### src/rtl/x2050_pkg.sv
// x2050_pkg -- shared definitions for the x2050 storage arbiter slice.
//   arb_state_t : arbiter FSM state (IDLE / OWN_A / OWN_B)
//   TMO_DEFAULT : default ack-timeout in cycles
//   OUT_W       : width of the outstanding-transfer counter
package x2050_pkg;

    typedef enum logic [1:0] {
        IDLE  = 2'd0,
        OWN_A = 2'd1,
        OWN_B = 2'd2
    } arb_state_t;

    localparam int unsigned TMO_DEFAULT = 255;
    localparam int unsigned OUT_W       = 4;

endpackage

### src/rtl/x2050_ms_arb_pick.sv
// x2050_ms_arb_pick -- combinational winner select for the storage arbiter.
//   cyc_a, cyc_b : request (cycle) lines of master A and master B
//   last_owner   : master granted last (0 = A, 1 = B)
//   winner       : selected master (0 = A, 1 = B); meaningless when neither requests
module x2050_ms_arb_pick (
    input  logic cyc_a,
    input  logic cyc_b,
    input  logic last_owner,
    output logic winner
);

    always_comb begin
        winner = 1'b0;
        if (cyc_a && cyc_b) begin
            winner = !last_owner;
        end else if (cyc_b) begin
            winner = 1'b1;
        end
    end

endmodule

### src/rtl/x2050_ms_arb.sv
// x2050_ms_arb -- two-master Wishbone pipelined arbiter in front of main storage.
//   Master A (CPU storage control) : i_a_cyc/stb/we/addr/data/sel in, o_a_stall/ack/err/data out
//   Master B (I/O channel)         : i_b_* in, o_b_* out (same set as A)
//   Slave side (main storage)      : o_cyc/stb/we/addr/data/sel out, i_stall/ack/err/data in
//   o_grant   : one-hot owner, bit0 = A, bit1 = B
//   o_timeout : one-cycle pulse when an outstanding transfer goes unacked for TMO cycles
// Configuration macro X2050_MS_ARB_RR_EN: when defined, simultaneous requests
// alternate using a last-owner flop (resets to A, so B wins first); otherwise
// fixed priority B > A.
module x2050_ms_arb
    import x2050_pkg::*;
#(
    parameter int DW  = 32,
    parameter int AW  = 30,
    parameter int TMO = int'(TMO_DEFAULT)
) (
    input  logic            clk,
    input  logic            rst,

    input  logic            i_a_cyc,
    input  logic            i_a_stb,
    input  logic            i_a_we,
    input  logic [AW-1:0]   i_a_addr,
    input  logic [DW-1:0]   i_a_data,
    input  logic [DW/8-1:0] i_a_sel,
    output logic            o_a_stall,
    output logic            o_a_ack,
    output logic            o_a_err,
    output logic [DW-1:0]   o_a_data,

    input  logic            i_b_cyc,
    input  logic            i_b_stb,
    input  logic            i_b_we,
    input  logic [AW-1:0]   i_b_addr,
    input  logic [DW-1:0]   i_b_data,
    input  logic [DW/8-1:0] i_b_sel,
    output logic            o_b_stall,
    output logic            o_b_ack,
    output logic            o_b_err,
    output logic [DW-1:0]   o_b_data,

    output logic            o_cyc,
    output logic            o_stb,
    output logic            o_we,
    output logic [AW-1:0]   o_addr,
    output logic [DW-1:0]   o_data,
    output logic [DW/8-1:0] o_sel,
    input  logic            i_stall,
    input  logic            i_ack,
    input  logic            i_err,
    input  logic [DW-1:0]   i_data,

    output logic [1:0]      o_grant,
    output logic            o_timeout
);

    localparam logic [7:0]       TMO_LAST = 8'(TMO - 1);
    localparam logic [OUT_W-1:0] OUT_MAX  = '1;

    arb_state_t       state, state_nx;
    logic [OUT_W-1:0] out_cnt;
    logic [7:0]       tmo_cnt;
    logic             own_a, own_b, own;
    logic             src_cyc, src_stb, src_we;
    logic [AW-1:0]    src_addr;
    logic [DW-1:0]    src_data;
    logic [DW/8-1:0]  src_sel;
    logic             full, waiting, tmo_fire, leave, accept, done;
    logic             owner_stall, owner_err;
    logic             winner, last_owner;

    // Ownership is masked by rst so a reset cycle never forwards a late ack.
    assign own_a = (state == OWN_A) && !rst;
    assign own_b = (state == OWN_B) && !rst;
    assign own   = own_a || own_b;

    always_comb begin
        src_cyc  = own_b ? i_b_cyc  : i_a_cyc;
        src_stb  = own_b ? i_b_stb  : i_a_stb;
        src_we   = own_b ? i_b_we   : i_a_we;
        src_addr = own_b ? i_b_addr : i_a_addr;
        src_data = own_b ? i_b_data : i_a_data;
        src_sel  = own_b ? i_b_sel  : i_a_sel;
    end

    assign full    = (out_cnt == OUT_MAX);
    assign waiting = own && (out_cnt != '0) && !i_ack;
    // Fires in the cycle whose wait would bring the count to TMO, so the
    // error lands TMO cycles after the unanswered strobe was accepted.
    assign tmo_fire = waiting && (tmo_cnt == TMO_LAST);
    assign leave    = !src_cyc || tmo_fire;

    x2050_ms_arb_pick u_pick (
        .cyc_a      (i_a_cyc),
        .cyc_b      (i_b_cyc),
        .last_owner (last_owner),
        .winner     (winner)
    );

`ifdef X2050_MS_ARB_RR_EN
    always_ff @(posedge clk) begin
        if (rst) begin
            last_owner <= 1'b0;
        end else if (state == IDLE && (i_a_cyc || i_b_cyc)) begin
            last_owner <= winner;
        end
    end
`else
    assign last_owner = 1'b0;
`endif

    always_comb begin
        o_cyc       = own && src_cyc && !tmo_fire;
        // A full counter holds the strobe back so the slave never sees a 16th transfer.
        o_stb       = o_cyc && src_stb && !full;
        o_we        = own && src_we;
        o_addr      = own ? src_addr : '0;
        o_data      = own ? src_data : '0;
        o_sel       = own ? src_sel  : '0;
        owner_stall = i_stall || full || tmo_fire;
        owner_err   = i_err || tmo_fire;
        o_a_stall   = own_a ? owner_stall : 1'b1;
        o_a_ack     = own_a && i_ack;
        o_a_err     = own_a && owner_err;
        o_b_stall   = own_b ? owner_stall : 1'b1;
        o_b_ack     = own_b && i_ack;
        o_b_err     = own_b && owner_err;
        o_grant     = {own_b, own_a};
        o_timeout   = tmo_fire;
    end

    assign o_a_data = i_data;
    assign o_b_data = i_data;

    assign accept = o_stb && !i_stall;
    assign done   = own && (i_ack || i_err);

    always_comb begin
        state_nx = state;
        unique case (state)
            IDLE:         if (i_a_cyc || i_b_cyc) state_nx = winner ? OWN_B : OWN_A;
            OWN_A, OWN_B: if (leave) state_nx = IDLE;
            default:      state_nx = IDLE;
        endcase
    end

    always_ff @(posedge clk) begin
        if (rst) begin
            state   <= IDLE;
            out_cnt <= '0;
            tmo_cnt <= '0;
        end else begin
            state <= state_nx;
            if (!own || leave) begin
                out_cnt <= '0;
                tmo_cnt <= '0;
            end else begin
                unique case ({accept, done})
                    2'b10:   out_cnt <= out_cnt + OUT_W'(1);
                    2'b01:   if (out_cnt != '0) out_cnt <= out_cnt - OUT_W'(1);
                    default: out_cnt <= out_cnt;
                endcase
                tmo_cnt <= waiting ? tmo_cnt + 8'd1 : '0;
            end
        end
    end

endmodule

### config.mk
export PLATFORM = sky130hd
export DESIGN_NAME = x2050_ms_arb
export DESIGN_NICKNAME = d
export VERILOG_FILES = /design/src/rtl/x2050_pkg.sv /design/src/rtl/x2050_ms_arb_pick.sv /design/src/rtl/x2050_ms_arb.sv
export SDC_FILE = /design/constraint.sdc
export NUM_CORES = 1
export LEC_CHECK = 0
export CORE_AREA = 2 2 122 124
export DETAILED_ROUTE_END_ITERATION = 6
export DIE_AREA = 0 0 124 126
export PLACE_DENSITY_LB_ADDON = 0.3
export SLEW_MARGIN = 20
export SYNTH_ARGS = -nofsm -noshare
export SYNTH_HDL_FRONTEND = slang
export SYNTH_SLANG_ARGS = --single-unit
### constraint.sdc
create_clock -name clk -period 7.6 [get_ports clk]
set_input_delay 0.76 -clock clk [delete_from_list [all_inputs] [get_ports clk]]
set_output_delay 0.76 -clock clk [all_outputs]
set_load 0.05 [all_outputs]
=== Word-level counts from Yosys, hierarchy flattened ===
Cells that the tools add are included.

* Register bits after elaboration: 14

* Equality and inequality tests: 9
* Reductions and logical operators: 40
* Muxes and demuxes: 19
* $add $sub $neg: 3
* Bitwise logic cells: 1

{| class="wikitable"
|+ Operators with widths
! operator !! number
|-
| $mux 32 || 2
|-
| $mux 30 || 2
|-
| $logic_and 1x1->1 || 17
|-
| $mux 4 || 3
|-
| $add 8x1->8 const B || 1
|-
| $eq 8x8->1 const B || 1
|-
| $logic_or 1x1->1 || 8
|-
| $pmux 4 s2 || 1
|-
| $logic_not 1->1 || 7
|-
| $mux 1 || 7
|-
| $mux 2 || 3
|-
| $ne 2x2->1 const B || 3
|-
| $add 4x1->4 const B || 1
|-
| $eq 2x1->1 const B || 2
|-
| $eq 2x2->1 const B || 2
|-
| $eq 4x4->1 const B || 1
|-
| $pmux 2 s2 || 1
|-
| $reduce_and 2->1 || 2
|-
| $reduce_bool 4->1 || 1
|-
| $reduce_or 2->1 || 2
|-
| $sub 4x1->4 const B || 1
|-
| $reduce_or 3->1 || 1
|-
| $logic_not 2->1 || 1
|-
| $reduce_bool 2->1 || 1
|-
| $not 1->1 || 1
|}

=== Logic depth before layout (Yosys ltp) ===
* Word-level depth: 14
* Depth in mapped cells: 12

=== By module ===
A second synthesis with hierarchy kept.

* Cell total of the unflattened synthesis: 262
* Area total of the unflattened synthesis: 2098.3 µm²

{| class="wikitable"
|+ Modules (own cells, without submodules)
! module !! times used !! seq. area each (µm²) !! area an instance (µm²) !! cells an instance
|-
| x2050_ms_arb || 1 || 280.3 || 2087.0 || 261
|-
| x2050_ms_arb_pick || 1 || 0.0 || 11.3 || 1
|}

=== Least setup slack after synthesis ===
Ideal clock, no wire load.

* Kind: flip-flop to output port
* Start point: register state[0]
* End point: output port o_stb
* Setup slack: 4.414 ns
* Cell stages (with the launch flop): 8
* Buffers on the path: 0
* Data arrival time: 2.426 ns
* Required time: 6.840 ns
* Cell sequence: dfxtp_1 -> inv_1 -> ha_1 -> nor2_1 -> nor4_4 -> nand2_1 -> inv_1 -> nor3_1

* Cells in the longest elaborated chain, start to end: 10

{| class="wikitable"
|+ RTL lines
! item !! line !! source
|-
| start: declaration || x2050_ms_arb.sv:60 || <nowiki>arb_state_t state, state_nx;</nowiki>
|-
| start signal: assignment || x2050_ms_arb.sv:153 || <nowiki>state <= state_nx;</nowiki>
|-
| $eq 2x1->1 or $eq 2x2->1 (tied branches) || x2050_ms_arb.sv:73, x2050_ms_arb.sv:74 ||
|-
| $logic_and 1x1->1 (on tied branches) || x2050_ms_arb.sv:73, x2050_ms_arb.sv:74 ||
|-
| $logic_or 1x1->1 (*) || x2050_ms_arb.sv:75 || <nowiki>assign own = own_a || own_b;</nowiki>
|-
| $logic_and 1x1->1 (*) (2 in series) || x2050_ms_arb.sv:87 || <nowiki>assign waiting = own && (out_cnt != '0) && !i_ack;</nowiki>
|-
| $logic_and 1x1->1 (*) || x2050_ms_arb.sv:90 || <nowiki>assign tmo_fire = waiting && (tmo_cnt == TMO_LAST);</nowiki>
|-
| via o_timeout || x2050_ms_arb.sv:54 || <nowiki>output logic o_timeout</nowiki>
|-
| $logic_not 1->1 (*) || x2050_ms_arb.sv:113 || <nowiki>o_cyc = own && src_cyc && !tmo_fire;</nowiki>
|-
| $logic_and 1x1->1 (*) || x2050_ms_arb.sv:113 ||
|-
| $logic_and 1x1->1 (*) (2 in series) || x2050_ms_arb.sv:115 || <nowiki>o_stb = o_cyc && src_stb && !full;</nowiki>
|-
| end: declaration || x2050_ms_arb.sv:43 || <nowiki>output logic o_stb,</nowiki>
|}

Mark *: on every way through the listed nets, which the timed path passes. The rest lies on a longest branch.

=== Worst setup path in the final report ===
* Start point: input port rst
* End point: output port o_data[4]

* Cells in the longest elaborated chain, start to end: 4

{| class="wikitable"
|+ RTL lines
! item !! line !! source
|-
| start: declaration || x2050_ms_arb.sv:18 || <nowiki>input logic rst,</nowiki>
|-
| $logic_not 1->1 (*) || x2050_ms_arb.sv:73, x2050_ms_arb.sv:74 ||
|-
| $logic_and 1x1->1 (on tied branches) || x2050_ms_arb.sv:74, x2050_ms_arb.sv:73 ||
|-
| $mux 32 or $logic_or 1x1->1 (tied branches) || x2050_ms_arb.sv:82, x2050_ms_arb.sv:75 ||
|-
| $mux 32 (*) || x2050_ms_arb.sv:118 || <nowiki>o_data = own ? src_data : '0;</nowiki>
|-
| end: declaration || x2050_ms_arb.sv:46 || <nowiki>output logic [DW-1:0] o_data,</nowiki>
|}

Mark *: on every way between the ends. The rest lies on a longest branch, timed or not.

==> impl_metrics.toml <==
[run_status]
status = "complete, no violations"

[worst_setup_path]
cp-end-kind = "output pin"
critical_path_class = "in2out"
cp_max_fo = 67
r2r-start = "state[0]"
required_ps = 6840
start_kind = "input pin"
rr_endpoint = "out_cnt[3]"
r2r_cells = 12
critical_path_arrival_ps = 3580
reg2reg_slack_ps = 4840

[power]
swShare_pct = 40.3
combPwrFrac_pct = 62.4
p_clk_share_pct = 21.2
max-vdd-ir-drop_mv = 0.0482
p_leak_nw = 1.48
power_uw = 462
powerDensity_nw_per_um2 = 114
p_seq_share_pct = 16.4
internal_power_uw = 276
p_sw_uw = 186

[floorplan]
die_area_um2 = 15600
die_h_um = 126
ios = 317
rows = 44
core-area_um2 = 14300
die_x_um = 124
start_util_pct = 14.4

[synthesis]
ys_types = 36
yosys-top-cells-area = "a22o_1 28%, buf_4 24%, dfxtp_1 14%, ha_1 4.2%, nor2_1 3.1%"
syn_area_um2 = 2070
synth_ff_type = "dfxtp_1"
ys_seq_elements = 14
syn_nets = 442
yosysSeqAreaShare_pct = 13.6
synth_edf_count = 0
synthArstFlopShare_pct = 0
yosys_warnings = 0
synth_cells = 259
synth_top_cell_by_area = "a22o_1"
yosys.area.top_type_share_pct = 28.4
syn_avg_cell_area_um2 = 7.99

[layout]
fin_util_pct = 28.2
nets = 587
mostFrequentLayoutCells = "220 x clkdlybuf4s50_1, 67 x a22o_1, 16 x nor2_1"
layout_commonest_cell = "clkdlybuf4s50_1"
area_growth_pct = 95.4
fillers = 1554
antenna_cells = 0
multi_input_area_um2 = 1200
drive_gt1_share_pct = 3.48
ff_latch_area_um2 = 280

[sta]
final_max_slew_viol_count = 0
hold_viol = 0
tightest_slew_ps = 771
setup_violations = 0
finClkSkew_ps = 4.41
slew_headroom_pct = 48.6
fmax_ghz = 0.230
min_period_over_period_pct = 57.1
tns_ps = 0
rsz0062_at_grt = "no"
fin_crit_ps = 4340

[min_path]
holdCritStartpoint = "tmo_cnt[0]"
holdPathStages = 1
min_to = "tmo_cnt[0]"
hold_path.class = "reg2reg"

[placed_design]
routabilityCongestion = 0.793
io_buffers = 220
hpwl_um = 9380

[clock_network]
ctsHoldBuffers = 0
clkLatencyLatePin_ps = 250
cts_made_buffers = 3
cts_root_buf = "clkbuf_16"
ctsResizeCount = 0
htreeDepth = 1
cts_setup_buffers = 0
cts_tree = "done"
clkSlewWorstSetupHoldPaths_ps = 40
cts_buffer_depth = 2
cts_sinks = 14

[global_routing]
overflow = 0
track_usage_pct = 13.1
grt_pass1_wl_um = 15100
antenna_found_initial = 0
grt_max_degree = 73
grt_pass1_vias = 2537

[routing]
totalWireLength_um = 10800
drc_errors = 0
wl_per_cell_um = 18.4
antenna_left = 0
firstDrtPassIters = 4
vias = 2474
drtIter0Drc = 118
viasPerCell = 4.22

[flow_run]
max-cap-violations = 0
-- flip-flops by register name, summed over array words and instances (netlist names) --
signal and cells:
state 2, out_cnt 4, tmo_cnt 8
-- worst max path at each step --
| stage | startpoint | endpoint | slack [ps] | cells after the start |
|---|---|---|---|---|
| after global placement | rst | o_data[5] | 3250 | 6 |
| after global routing | rst | o_data[5] | 3110 | 6 |
| after detailed placement | rst | o_data[5] | 3220 | 6 |
| final | rst | o_data[4] | 3260 | 6 |
| after CTS | rst | o_data[5] | 3220 | 6 |
| after floorplan | state[0] | o_stb | 4410 | 7 |
-- per-layer routing --
| layer | vias up | track usage (%) | wire length, µm |
|---|---|---|---|
| li1 | 1161 | - | - |
| met1 | 1127 | 16.7 | 4550 |
| met2 | 166 | 21.6 | 5000 |
| met3 | 20 | 3.49 | 1020 |
| met4 | 0 | 3.77 | 214 |
| met5 | - | 0 | 0 |
-- cell type report --
class                           count  area share [%]
Multi-Input combinational cell    154            29.8
Tap cell                          184            5.70
Timing Repair Buffer              222            54.9
Inverter                            9           0.836
Sequential cell                    14            6.93
Clock buffer                        3            1.86
-- power by group through the flow --
stage	registers (mW)	logic, mW	clock network [mW]
global placement	0.0769	0.290	0
finish	0.0757	0.288	0.0981
CTS	0.0756	0.292	0.102
detailed placement	0.0770	0.291	0
floorplan	0.0768	0.236	0
global route	0.0756	0.303	0.105
-- worst max-delay path, cell delays in order --
cell and delay, ps:
clkdlybuf4s50_1 610, nand2b_1 330, nor2_4 100, buf_4 540, a22o_1 350, clkdlybuf4s50_1 840
-- per-stage QoR --
step	setup slack (ps)	std cells	hold WS (ps)	instance area, µm²
finish	3260	586	460	4040
global route	3110	586	508	4040
CTS	3220	586	472	4040
detailed placement	3220	583	462	3970
global placement	3250	583	444	3970
floorplan	4410	259	430	2070
-- cells in the mapped netlist (2+ instances only) --
library cell  count
o21ai_0           3
a211oi_1          2
and3_1            2
clkbuf_1         11
and2_1            2
a22o_1           67
xor2_1            3
mux2i_1           3
nor3_1            2
nand2b_1          4
xnor2_1           4
buf_2             5
a21oi_2           2
nand3_1           8
ha_1              7
a21o_1            2
buf_4            66
nor2_1           17
inv_1             8
dfxtp_1          14
a21oi_1           5
nand3b_1          2
nand2_1           7
-- cells by family (layout without fill, tap and decap cells) --
group / after synthesis / count (layout) / synth area share [%]
buffers and inverters: 91 / 234 / 28.8
AO/OA/AOI/OAI: 85 / 85 / 34.6
AND/OR/NAND/NOR: 50 / 50 / 12.9
flip-flops: 14 / 14 / 13.6
adder cells (fa/ha/maj): 8 / 8 / 5.20
XOR/XNOR: 7 / 7 / 2.96
multiplexers: 4 / 4 / 2.00
(Power assumes the default switching activity.)
